==> src/rtl/rf_issue_ctrl.sv <==
// rf_issue_ctrl: issue handshake between the decoder and the register file.
// Tracks ROB occupancy, stalls when the ROB is full, and sequences a
// fixed-length flush plus one recovery cycle after a ROB exception.
//
//   state   | meaning
//   --------+-----------------------------------------------------------
//   RUN     | accepting decoder instructions (dec_ready=1)
//   STALL   | ROB full, waiting for a commit to free an entry
//   FLUSH   | rf_flush held high while the flush counter runs down
//   RECOVER | single quiet cycle after the flush, then back to RUN
module rf_issue_ctrl #(
    parameter int ROB_DEPTH = 16,
    parameter int FLUSH_LEN = 3
) (
    input  logic                       clk,
    input  logic                       rst,
    input  logic                       dec_valid,
    input  logic [4:0]                 dec_rd,
    input  logic [31:0]                dec_pc,
    input  logic                       rob_commit,
    input  logic                       rob_exception,
    output logic                       dec_ready,
    output logic                       rf_issue_empty,
    output logic [4:0]                 rf_rd,
    output logic [31:0]                rf_pc,
    output logic                       rf_flush,
    output logic [$clog2(ROB_DEPTH):0] inflight,
    output logic                       err_underflow
);

    localparam int IW = $clog2(ROB_DEPTH) + 1;
    localparam int CW = $clog2(FLUSH_LEN + 1);

    typedef enum logic [1:0] {
        RUN     = 2'd0,
        STALL   = 2'd1,
        FLUSH   = 2'd2,
        RECOVER = 2'd3
    } state_t;

    state_t        state, state_nxt;
    logic [CW-1:0] flush_cnt, flush_cnt_nxt;
    logic [IW-1:0] inflight_nxt;
    logic          err_nxt;
    logic          issue_q;
    logic          fire;
    logic          commit_ok;
    logic          commit_dec;

    assign rf_issue_empty = ~issue_q;

    // Next-state, occupancy and handshake decode; the exception overrides everything.
    always_comb begin
        state_nxt     = state;
        flush_cnt_nxt = flush_cnt;
        inflight_nxt  = inflight;
        err_nxt       = err_underflow;
        dec_ready     = rst && (state == RUN) && !rob_exception;
        fire          = dec_valid && dec_ready;
        commit_ok     = rob_commit && ((state == RUN) || (state == STALL));
        commit_dec    = 1'b0;
        rf_flush      = (state == FLUSH);

        if (rob_exception) begin
            state_nxt     = FLUSH;
            flush_cnt_nxt = CW'(FLUSH_LEN);
            inflight_nxt  = '0;
        end else begin
            if (commit_ok && (inflight == '0)) begin
                err_nxt = 1'b1;
            end
            commit_dec = commit_ok && (inflight != '0);
            if (fire && !commit_dec) begin
                inflight_nxt = inflight + 1'b1;
            end else if (commit_dec && !fire) begin
                inflight_nxt = inflight - 1'b1;
            end

            case (state)
                RUN: begin
                    if (inflight_nxt == IW'(ROB_DEPTH)) begin
                        state_nxt = STALL;
                    end
                end
                STALL: begin
                    if (rob_commit) begin
                        state_nxt = RUN;
                    end
                end
                FLUSH: begin
                    if (flush_cnt <= CW'(1)) begin
                        state_nxt     = RECOVER;
                        flush_cnt_nxt = '0;
                    end else begin
                        flush_cnt_nxt = flush_cnt - 1'b1;
                    end
                end
                RECOVER: begin
                    state_nxt = RUN;
                end
                default: begin
                    state_nxt = RUN;
                end
            endcase
        end
    end

    // Control state register: FSM, flush counter, occupancy, sticky error.
    always_ff @(posedge clk or negedge rst) begin
        if (!rst) begin
            state         <= RUN;
            flush_cnt     <= '0;
            inflight      <= '0;
            err_underflow <= 1'b0;
        end else begin
            state         <= state_nxt;
            flush_cnt     <= flush_cnt_nxt;
            inflight      <= inflight_nxt;
            err_underflow <= err_nxt;
        end
    end

    // Issue pipeline stage: capture the accepted instruction, hold it otherwise.
    always_ff @(posedge clk or negedge rst) begin
        if (!rst) begin
            issue_q <= 1'b0;
            rf_rd   <= '0;
            rf_pc   <= '0;
        end else begin
            issue_q <= fire;
            if (fire) begin
                rf_rd <= dec_rd;
                rf_pc <= dec_pc;
            end
        end
    end

endmodule

==> config.mk <==
export PLATFORM = sky130hd
export DESIGN_NAME = rf_issue_ctrl
export DESIGN_NICKNAME = d
export VERILOG_FILES = /design/src/rtl/rf_issue_ctrl.sv
export SDC_FILE = /design/constraint.sdc
export NUM_CORES = 1
export LEC_CHECK = 0
export CAP_MARGIN = 20
export CORE_MARGIN = 2
export CORE_UTILIZATION = 42
export CTS_CLUSTER_SIZE = 14
export DETAILED_ROUTE_END_ITERATION = 16
export PLACE_DENSITY = 0.82
export SLEW_MARGIN = 5
export SYNTH_ARGS = -nofsm -noshare
export SYNTH_HDL_FRONTEND = slang
export SYNTH_SLANG_ARGS = --single-unit
==> constraint.sdc <==
create_clock -name clk -period 2.3 [get_ports clk]
set_input_delay 0.46 -clock clk [delete_from_list [all_inputs] [get_ports clk]]
set_output_delay 0.46 -clock clk [all_outputs]
set_load 0.005 [all_outputs]
==> run_summary.xml, run 1 <==
<?xml version="1.0" encoding="UTF-8"?>
<metrics>
  <group name="power_and_ir_drop">
    <metric name="power_switching_share" unit="">0.270</metric>
    <metric name="share_comb_of_total_power" unit="">0.307</metric>
    <metric name="power.static_leakage" unit="nW">1.51</metric>
    <metric name="p_switching" unit="uW">659</metric>
    <metric name="power_per_cell_area" unit="nW/um^2">763</metric>
    <metric name="vdd_ir_drop_max" unit="mV">0.400</metric>
    <metric name="p_int" unit="mW">1.78</metric>
    <metric name="power_frac_clock" unit="">0.213</metric>
    <metric name="p_total" unit="mW">2.44</metric>
    <metric name="power.share.sequential" unit="">0.480</metric>
  </group>
  <group name="detailed_routing">
    <metric name="viasPerCell" unit="">4.74</metric>
    <metric name="wl" unit="mm">5.22</metric>
    <metric name="detail_route.wirelength.met1" unit="mm">2.21</metric>
    <metric name="postRouteAntennaNets" unit="">0</metric>
    <metric name="topRoutingLayerUsed" unit="">met4</metric>
    <metric name="route.detailed.drc" unit="">0</metric>
    <metric name="detailroute.wirelength.met2" unit="mm">2.53</metric>
    <metric name="routed_wire_length_per_instance" unit="um">13.3</metric>
    <metric name="count_of_vias_placed_by_the_detailed_router" unit="">1858</metric>
    <metric name="firstDrtPassIters" unit="">4</metric>
    <metric name="number_of_design_rule_violations_left_by_the_first_detailed_router_iteration" unit="">75</metric>
    <metric name="met3_wirelength" unit="um">418</metric>
  </group>
  <group name="sta">
    <metric name="final_hold_violation_count" unit="">0</metric>
    <metric name="slew_headroom" unit="">0.604</metric>
    <metric name="setup_viol" unit="">0</metric>
    <metric name="final_max_slew_viol_count" unit="">0</metric>
    <metric name="worst_pin_slew" unit="ns">0.593</metric>
    <metric name="grt_setup_unrepaired" unit="">no</metric>
    <metric name="timing.final.crit_share" unit="">0.972</metric>
    <metric name="clock.fmax" unit="MHz">447</metric>
    <metric name="period_minus_slack" unit="ns">2.23</metric>
    <metric name="skew" unit="ns">0.00315</metric>
  </group>
  <group name="yosys">
    <metric name="synthesis.area_per_instance" unit="sq um">9.13</metric>
    <metric name="synth-compound-area-share" unit="">0.0685</metric>
    <metric name="synth-simple-area-share" unit="">0.285</metric>
    <metric name="postSynthCellCount" unit="">232</metric>
    <metric name="synth.cell_area" unit="sq um">2120</metric>
    <metric name="synthesis.nets" unit="">276</metric>
    <metric name="synth_xor_xnor_area_share" unit="">0.0207</metric>
    <metric name="synth_warnings" unit="">0</metric>
    <metric name="synth.mux.area_fraction" unit="">0.00473</metric>
    <metric name="netlist-cell-type-count" unit="">38</metric>
    <metric name="seq_cells_post_synth" unit="">48</metric>
    <metric name="synth_sequential_area_ratio" unit="">0.567</metric>
    <metric name="largest_family_of_logic_cells_by_synthesized_area" unit="">simple AND/OR/NAND/NOR gates</metric>
    <metric name="synth_fa_ha_area_frac" unit="">0.0219</metric>
  </group>
  <group name="clocking">
    <metric name="ctsRootBufferMaster" unit="">clkbuf_8</metric>
    <metric name="number_of_levels_in_the_clock_h_tree" unit="">2</metric>
    <metric name="cts_inserted_buffers" unit="">5</metric>
    <metric name="count_of_hold_fix_buffers_inserted_at_cts" unit="">0</metric>
    <metric name="clock_insertion_delay_at_the_later_pin_of_the_skew_report" unit="ns">0.30</metric>
    <metric name="ctsResizeCount" unit="">0</metric>
    <metric name="cts_tree" unit="">done</metric>
    <metric name="cts.sinks" unit="">48</metric>
    <metric name="cts-root-to-sink-buffers" unit="">2</metric>
    <metric name="path_clk_slew" unit="ns">0.09</metric>
    <metric name="post-cts-setup-buffer-count" unit="">0</metric>
  </group>
  <group name="finish">
    <metric name="layout.core_utilization" unit="">0.668</metric>
    <metric name="total_area_of_multi_input_combinational_cells" unit="sq um">848</metric>
    <metric name="final.fill_count" unit="">378</metric>
    <metric name="nets" unit="">369</metric>
    <metric name="insertedDiodeCount" unit="">0</metric>
    <metric name="mostFrequentLayoutCell" unit="">nand2_1</metric>
    <metric name="layout.cells.most_common_list" unit="">nand2_1 (112), clkdlybuf4s50_1 (86), dfrtp_1 (48), buf_4 (8)</metric>
    <metric name="regArea" unit="sq um">1200</metric>
    <metric name="layout-area-overhead-vs-synth" unit="%">50.9</metric>
    <metric name="post_route_cells_drive_above_1_share" unit="">0.0800</metric>
  </group>
  <group name="global_route">
    <metric name="grt.total_usage" unit="">0.197</metric>
    <metric name="grt_max_degree" unit="">49</metric>
    <metric name="grt_antenna_before_repair" unit="">0</metric>
    <metric name="grt_pass1_vias" unit="">1811</metric>
    <metric name="grt_first_pass_wirelength" unit="mm">8.37</metric>
    <metric name="total_overflow_reported_by_the_global_router" unit="">0</metric>
  </group>
  <group name="place">
    <metric name="io_buffer_count" unit="">87</metric>
    <metric name="finalWeightedCongestion" unit="">0.929</metric>
    <metric name="dp.final_hpwl" unit="mm">3.71</metric>
  </group>
  <group name="critical_path">
    <metric name="cp_max_fo" unit="">2</metric>
    <metric name="criticalPathCategory" unit="">primary input to output pin</metric>
    <metric name="critPathLaunchType" unit="">primary input</metric>
    <metric name="critPathArrivalTime" unit="ns">1.77</metric>
    <metric name="end_kind" unit="">output pin</metric>
    <metric name="critical_path_required" unit="ns">1.84</metric>
  </group>
  <group name="die">
    <metric name="num_io_pins" unit="">88</metric>
    <metric name="die_height" unit="um">75.0</metric>
    <metric name="std_cell_rows" unit="">25</metric>
    <metric name="core_area" unit="sq um">4790</metric>
    <metric name="die_width" unit="um">75.0</metric>
    <metric name="design.die.area" unit="sq um">5630</metric>
    <metric name="start_util" unit="">0.443</metric>
  </group>
  <group name="status">
    <metric name="run_status" unit="">finished, final reports clean</metric>
  </group>
  <group name="job">
    <metric name="max-cap-violations" unit="">0</metric>
  </group>
  <group name="min_path">
    <metric name="hold_path.class" unit="">primary input to async pin</metric>
  </group>
</metrics>
-- flip-flops by register name (all words and copies together) (netlist names) --
register,flops
rf_pc,32
inflight,5
flush_cnt,2
state,2
issue_q,1
rf_rd,5
err_underflow,1
-- final timing paths --
kind                            slack [ns]  depth (start not counted)             startpoint                     to
max in group asynchronous             1.62                          2                    rst   rf_pc[3]$_DFFE_PN0P_
worst min register to register        0.48                          2   rf_pc[6]$_DFFE_PN0P_   rf_pc[6]$_DFFE_PN0P_
min in group clk                      0.48                          2   rf_pc[6]$_DFFE_PN0P_   rf_pc[6]$_DFFE_PN0P_
worst max-delay path                  0.07                          3          rob_exception              dec_ready
worst max register to register        0.35                          6  inflight[0]$_DFF_PN0_  inflight[1]$_DFF_PN0_
worst min-delay path                  0.28                          2                    rst  inflight[4]$_DFF_PN0_
-- routing by layer --
layer / up-vias / track usage
li1: 918 / -
met1: 873 / 0.252
met2: 61 / 0.314
met3: 6 / 0.0750
met4: 0 / 0.0575
met5: - / 0
-- logic make-up after synthesis --
group,count (synthesis)
muxes,1
and+or+nand+nor,140
adders and majority gates,4
DFF,48
xor gates and xnor gates,5
buffers and inverters,17
AOI/OAI and AO/OA,17
-- synth_stat cells --
master	n	area, sq um
nor4_1	2	12.5
nor2_1	5	18.8
a21oi_1	1	5.00
xnor2_1	4	35.0
a211o_1	1	8.76
or2_2	1	6.26
nand3_1	2	10.0
o32ai_2	1	16.3
maj3_1	1	10.0
ha_1	2	25.0
nor3b_1	2	15.0
o41ai_2	1	16.3
a32oi_1	1	8.76
maj3_2	1	11.3
a2bb2oi_1	1	8.76
dfrtp_1	48	1200
o31ai_1	1	7.51
nand2b_1	5	31.3
xor2_1	1	8.76
and3_1	1	6.26
a21o_1	1	7.51
nand3b_1	1	7.51
nand2_1	112	420
a31oi_1	3	18.8
nor2b_1	4	25.0
nor4b_4	1	23.8
a41oi_1	1	8.76
a31oi_2	1	12.5
o21ai_0	2	10.0
nand2_4	1	11.3
inv_1	6	22.5
inv_2	1	3.75
a21oi_2	1	8.76
clkbuf_1	6	22.5
o21bai_1	1	7.51
mux2i_1	1	10.0
nor3_1	3	15.0
buf_2	4	20.0
-- final cells by class --
cell class                      instances  area share
Multi-Input combinational cell        167       0.265
Timing Repair Buffer                   96       0.296
Sequential cell                        48       0.376
Inverter                                7     0.00822
Clock buffer                            6      0.0258
Tap cell                               67      0.0262
Clock inverter                          1     0.00274
-- stage by stage --
step / setup slack (ns) / std cells / cell area, sq um / setup TNS, ns / hold slack, ns
after floorplan: 0.569 / 232 / 2120 / 0 / 0.164
after global placement: 0.0222 / 385 / 3110 / 0 / 0.450
after detailed placement: -0.0701 / 385 / 3110 / -0.0701 / 0.463
after CTS: 0.0677 / 392 / 3200 / 0 / 0.300
after global routing: 0.0125 / 392 / 3200 / 0 / 0.335
final: 0.0652 / 392 / 3200 / 0 / 0.280
-- power by group through the flow --
| stage | sequential [mW] | combinational [mW] | clock (mW) |
|---|---|---|---|
| floorplan | 1.19 | 0.189 | 0 |
| global placement | 1.18 | 0.740 | 0 |
| detailed placement | 1.18 | 0.762 | 0 |
| CTS | 1.17 | 0.764 | 0.529 |
| global route | 1.20 | 0.825 | 0.571 |
| finish | 1.17 | 0.749 | 0.520 |
-- critical path: stages --
cell	delay, ns
clkdlybuf4s50_1	0.47
nor4b_4	0.31
clkdlybuf4s50_1	0.54
Note: power is estimated with default switching activity, not from simulation.
==> inputs of run 2 (changes only) <==
CTS_CLUSTER_DIAMETER = 40   (was default)
clock period = 2.2 ns   (was 2.3 ns; I/O delays follow)
==> run 2 against run 1 <==
  * Routed wire length down 5.4%
  * Setup slack better by 0.059 ns
  * First-iteration DRC count up 5.3%
  * Final cell count up 0.77%
  * Design area up 1.5%
  * Sequential power up 4%
  * Die area unchanged
  * Largest cell class unchanged
  * Non-clock buffer count up 2
  * Critical path type is now primary input to flop
  * Worst hold slack worse by 0.014 ns
  * Clock power up 31%
  * Via count down 1.6%
==> run_summary.xml, run 2 (synthesis results as in run 1) <==
<?xml version="1.0" encoding="UTF-8"?>
<metrics>
  <group name="sta">
    <metric name="setup_viol" unit="">0</metric>
    <metric name="final_max_slew_viol_count" unit="">0</metric>
    <metric name="timing.final.crit_share" unit="">0.943</metric>
    <metric name="worst_pin_slew" unit="ns">0.595</metric>
    <metric name="skew" unit="ns">0.00361</metric>
    <metric name="clock.fmax" unit="MHz">482</metric>
    <metric name="period_minus_slack" unit="ns">2.08</metric>
    <metric name="slew_headroom" unit="">0.603</metric>
    <metric name="final_hold_violation_count" unit="">0</metric>
    <metric name="grt_setup_unrepaired" unit="">no</metric>
    <metric name="final.hold.worst_slack" unit="ns">0.266</metric>
  </group>
  <group name="critical_path">
    <metric name="criticalPathCategory" unit="">primary input to flop</metric>
    <metric name="cp_max_fo" unit="">13</metric>
    <metric name="critPathLaunchType" unit="">primary input</metric>
    <metric name="end_kind" unit="">flop</metric>
    <metric name="reg2reg_to" unit="">state[0]$_DFFE_PN0P_</metric>
    <metric name="critPathArrivalTime" unit="ns">2.27</metric>
    <metric name="critical_path_required" unit="ns">2.40</metric>
    <metric name="rrSetupSlack" unit="ns">0.35</metric>
    <metric name="worstReg2RegStart" unit="">state[1]$_DFFE_PN0P_</metric>
    <metric name="worst_setup_path_startpoint" unit="">rob_exception</metric>
    <metric name="r2r.worst_path.cells" unit="">6</metric>
  </group>
  <group name="finish">
    <metric name="insertedDiodeCount" unit="">0</metric>
    <metric name="post_route_cells_drive_above_1_share" unit="">0.0884</metric>
    <metric name="largest_register_ffs" unit="">32</metric>
    <metric name="layout.core_utilization" unit="">0.678</metric>
    <metric name="mostFrequentLayoutCell" unit="">nand2_1</metric>
    <metric name="layout-area-overhead-vs-synth" unit="%">53.2</metric>
    <metric name="nets" unit="">371</metric>
    <metric name="registers.top_by_ff_count" unit="">rf_pc</metric>
    <metric name="layout.cells.most_common_list" unit="">nand2_1 (112), clkdlybuf4s50_1 (85), dfrtp_1 (48), buf_4 (10), clkbuf_8 (7)</metric>
    <metric name="reg_top3" unit="">rf_pc x32, inflight x5, rf_rd x5</metric>
  </group>
  <group name="global_route">
    <metric name="grt.total_usage" unit="">0.186</metric>
    <metric name="grt_first_pass_wirelength" unit="mm">8.04</metric>
    <metric name="grt_antenna_before_repair" unit="">0</metric>
    <metric name="met3_demand_to_capacity_share_in_global_routing" unit="">0.0576</metric>
    <metric name="global_route.peak_usage_layer" unit="">met2</metric>
    <metric name="grtUsageMet1" unit="">0.244</metric>
    <metric name="grt_max_degree" unit="">49</metric>
    <metric name="grt_use_met2" unit="">0.298</metric>
    <metric name="total_overflow_reported_by_the_global_router" unit="">0</metric>
    <metric name="grt_pass1_vias" unit="">1800</metric>
  </group>
  <group name="detailed_routing">
    <metric name="postRouteAntennaNets" unit="">0</metric>
    <metric name="number_of_design_rule_violations_left_by_the_first_detailed_router_iteration" unit="">79</metric>
    <metric name="wl" unit="mm">4.93</metric>
    <metric name="firstDrtPassIters" unit="">4</metric>
    <metric name="routed_wire_length_per_instance" unit="um">12.5</metric>
    <metric name="count_of_vias_placed_by_the_detailed_router" unit="">1829</metric>
    <metric name="route.detailed.drc" unit="">0</metric>
    <metric name="viasPerCell" unit="">4.63</metric>
  </group>
  <group name="clocking">
    <metric name="post-cts-setup-buffer-count" unit="">0</metric>
    <metric name="cts.sinks" unit="">48</metric>
    <metric name="ctsRootBufferMaster" unit="">clkbuf_8</metric>
    <metric name="cts_tree" unit="">done</metric>
    <metric name="path_clk_slew" unit="ns">0.09</metric>
    <metric name="cts-root-to-sink-buffers" unit="">2</metric>
    <metric name="count_of_hold_fix_buffers_inserted_at_cts" unit="">0</metric>
    <metric name="cts_inserted_buffers" unit="">5</metric>
    <metric name="ctsResizeCount" unit="">1</metric>
    <metric name="clock_insertion_delay_at_the_later_pin_of_the_skew_report" unit="ns">0.29</metric>
    <metric name="number_of_levels_in_the_clock_h_tree" unit="">2</metric>
  </group>
  <group name="place">
    <metric name="dp.final_hpwl" unit="mm">3.61</metric>
    <metric name="io_buffer_count" unit="">87</metric>
    <metric name="finalWeightedCongestion" unit="">0.914</metric>
  </group>
  <group name="power_and_ir_drop">
    <metric name="power.static_leakage" unit="nW">1.54</metric>
    <metric name="vdd_ir_drop_max" unit="mV">0.577</metric>
    <metric name="power_per_cell_area" unit="nW/um^2">829</metric>
  </group>
  <group name="die">
    <metric name="die_height" unit="um">75.0</metric>
    <metric name="num_io_pins" unit="">88</metric>
    <metric name="design.die.area" unit="sq um">5630</metric>
    <metric name="start_util" unit="">0.443</metric>
    <metric name="die_width" unit="um">75.0</metric>
    <metric name="std_cell_rows" unit="">25</metric>
    <metric name="core_area" unit="sq um">4790</metric>
  </group>
  <group name="job">
    <metric name="max-cap-violations" unit="">0</metric>
  </group>
  <group name="min_path">
    <metric name="hold_path.class" unit="">primary input to async pin</metric>
  </group>
  <group name="status">
    <metric name="run_status" unit="">finished, final reports clean</metric>
  </group>
</metrics>
run 2: changes by cell type in the layout (fill, tap and decap cells not counted):
| cell | previous run | this run |
|---|---|---|
| dlygate4sd2_1 | 0 | 1 |
| clkinv_4 | 1 | 0 |
| bufinv_16 | 0 | 1 |
| clkdlybuf4s50_1 | 86 | 85 |
| buf_4 | 8 | 10 |
| clkbuf_8 | 6 | 7 |
run 2: layout make-up:
cell class	instances	area, sq um
repair buffers	98	960
multi-input cells	167	848
well taps	67	83.8
flip-flops and latches	48	1200
fillers	409	1540
inverters	7	26.3
clock inverters	1	30.0
clock buffers	7	96.3
run 2: worst max-delay path, stage by stage:
cell,delay [ns]
clkdlybuf4s50_1,0.47
buf_4,0.21
nand3b_1,0.18
o21ai_0,0.31
o32ai_2,0.16
xor2_1,0.18
o41ai_2,0.32
run 2: per-stage QoR:
step | std cells | setup WS [ns] | cell area (sq um) | power (mW) | setup TNS (ns)
2_1_floorplan | 232 | 0.489 | 2120 | 1.44 | 0
3_3_place_gp | 387 | -0.0639 | 3120 | 2.01 | -0.0639
3_5_place_dp | 387 | -0.171 | 3120 | 2.03 | -0.239
4_1_cts | 395 | 0.135 | 3250 | 2.72 | 0
5_1_grt | 395 | 0.00899 | 3250 | 2.86 | 0
6_report | 395 | 0.125 | 3250 | 2.69 | 0
run 2: layer usage:
layer | share of wire | routed length [um] | up-vias
met3 | 0.069 | 340 | 4
li1 | - | - | 928
met2 | 0.48 | 2390 | 56
met5 | 0 | 0 | -
met1 | 0.44 | 2180 | 841
met4 | 0.0063 | 31 | 0
run 2: where the power goes:
group | switching [mW] | leakage, nW | internal, mW
Clock | 0.282 | 0.0645 | 0.401
Combinational | 0.273 | 0.853 | 0.513
Sequential | 0.122 | 0.623 | 1.10
run 2: worst max path at each step:
| stage | end | slack, ns | depth (start not counted) |
|---|---|---|---|
| 2_1_floorplan | state[0]$_DFFE_PN0P_ | 0.49 | 5 |
| 3_5_place_dp | state[0]$_DFFE_PN0P_ | -0.17 | 7 |
| 3_3_place_gp | state[0]$_DFFE_PN0P_ | -0.06 | 7 |
| 5_1_grt | state[0]$_DFFE_PN0P_ | 0.009 | 7 |
| 4_1_cts | state[0]$_DFFE_PN0P_ | 0.14 | 7 |
| 6_report | state[0]$_DFFE_PN0P_ | 0.12 | 7 |
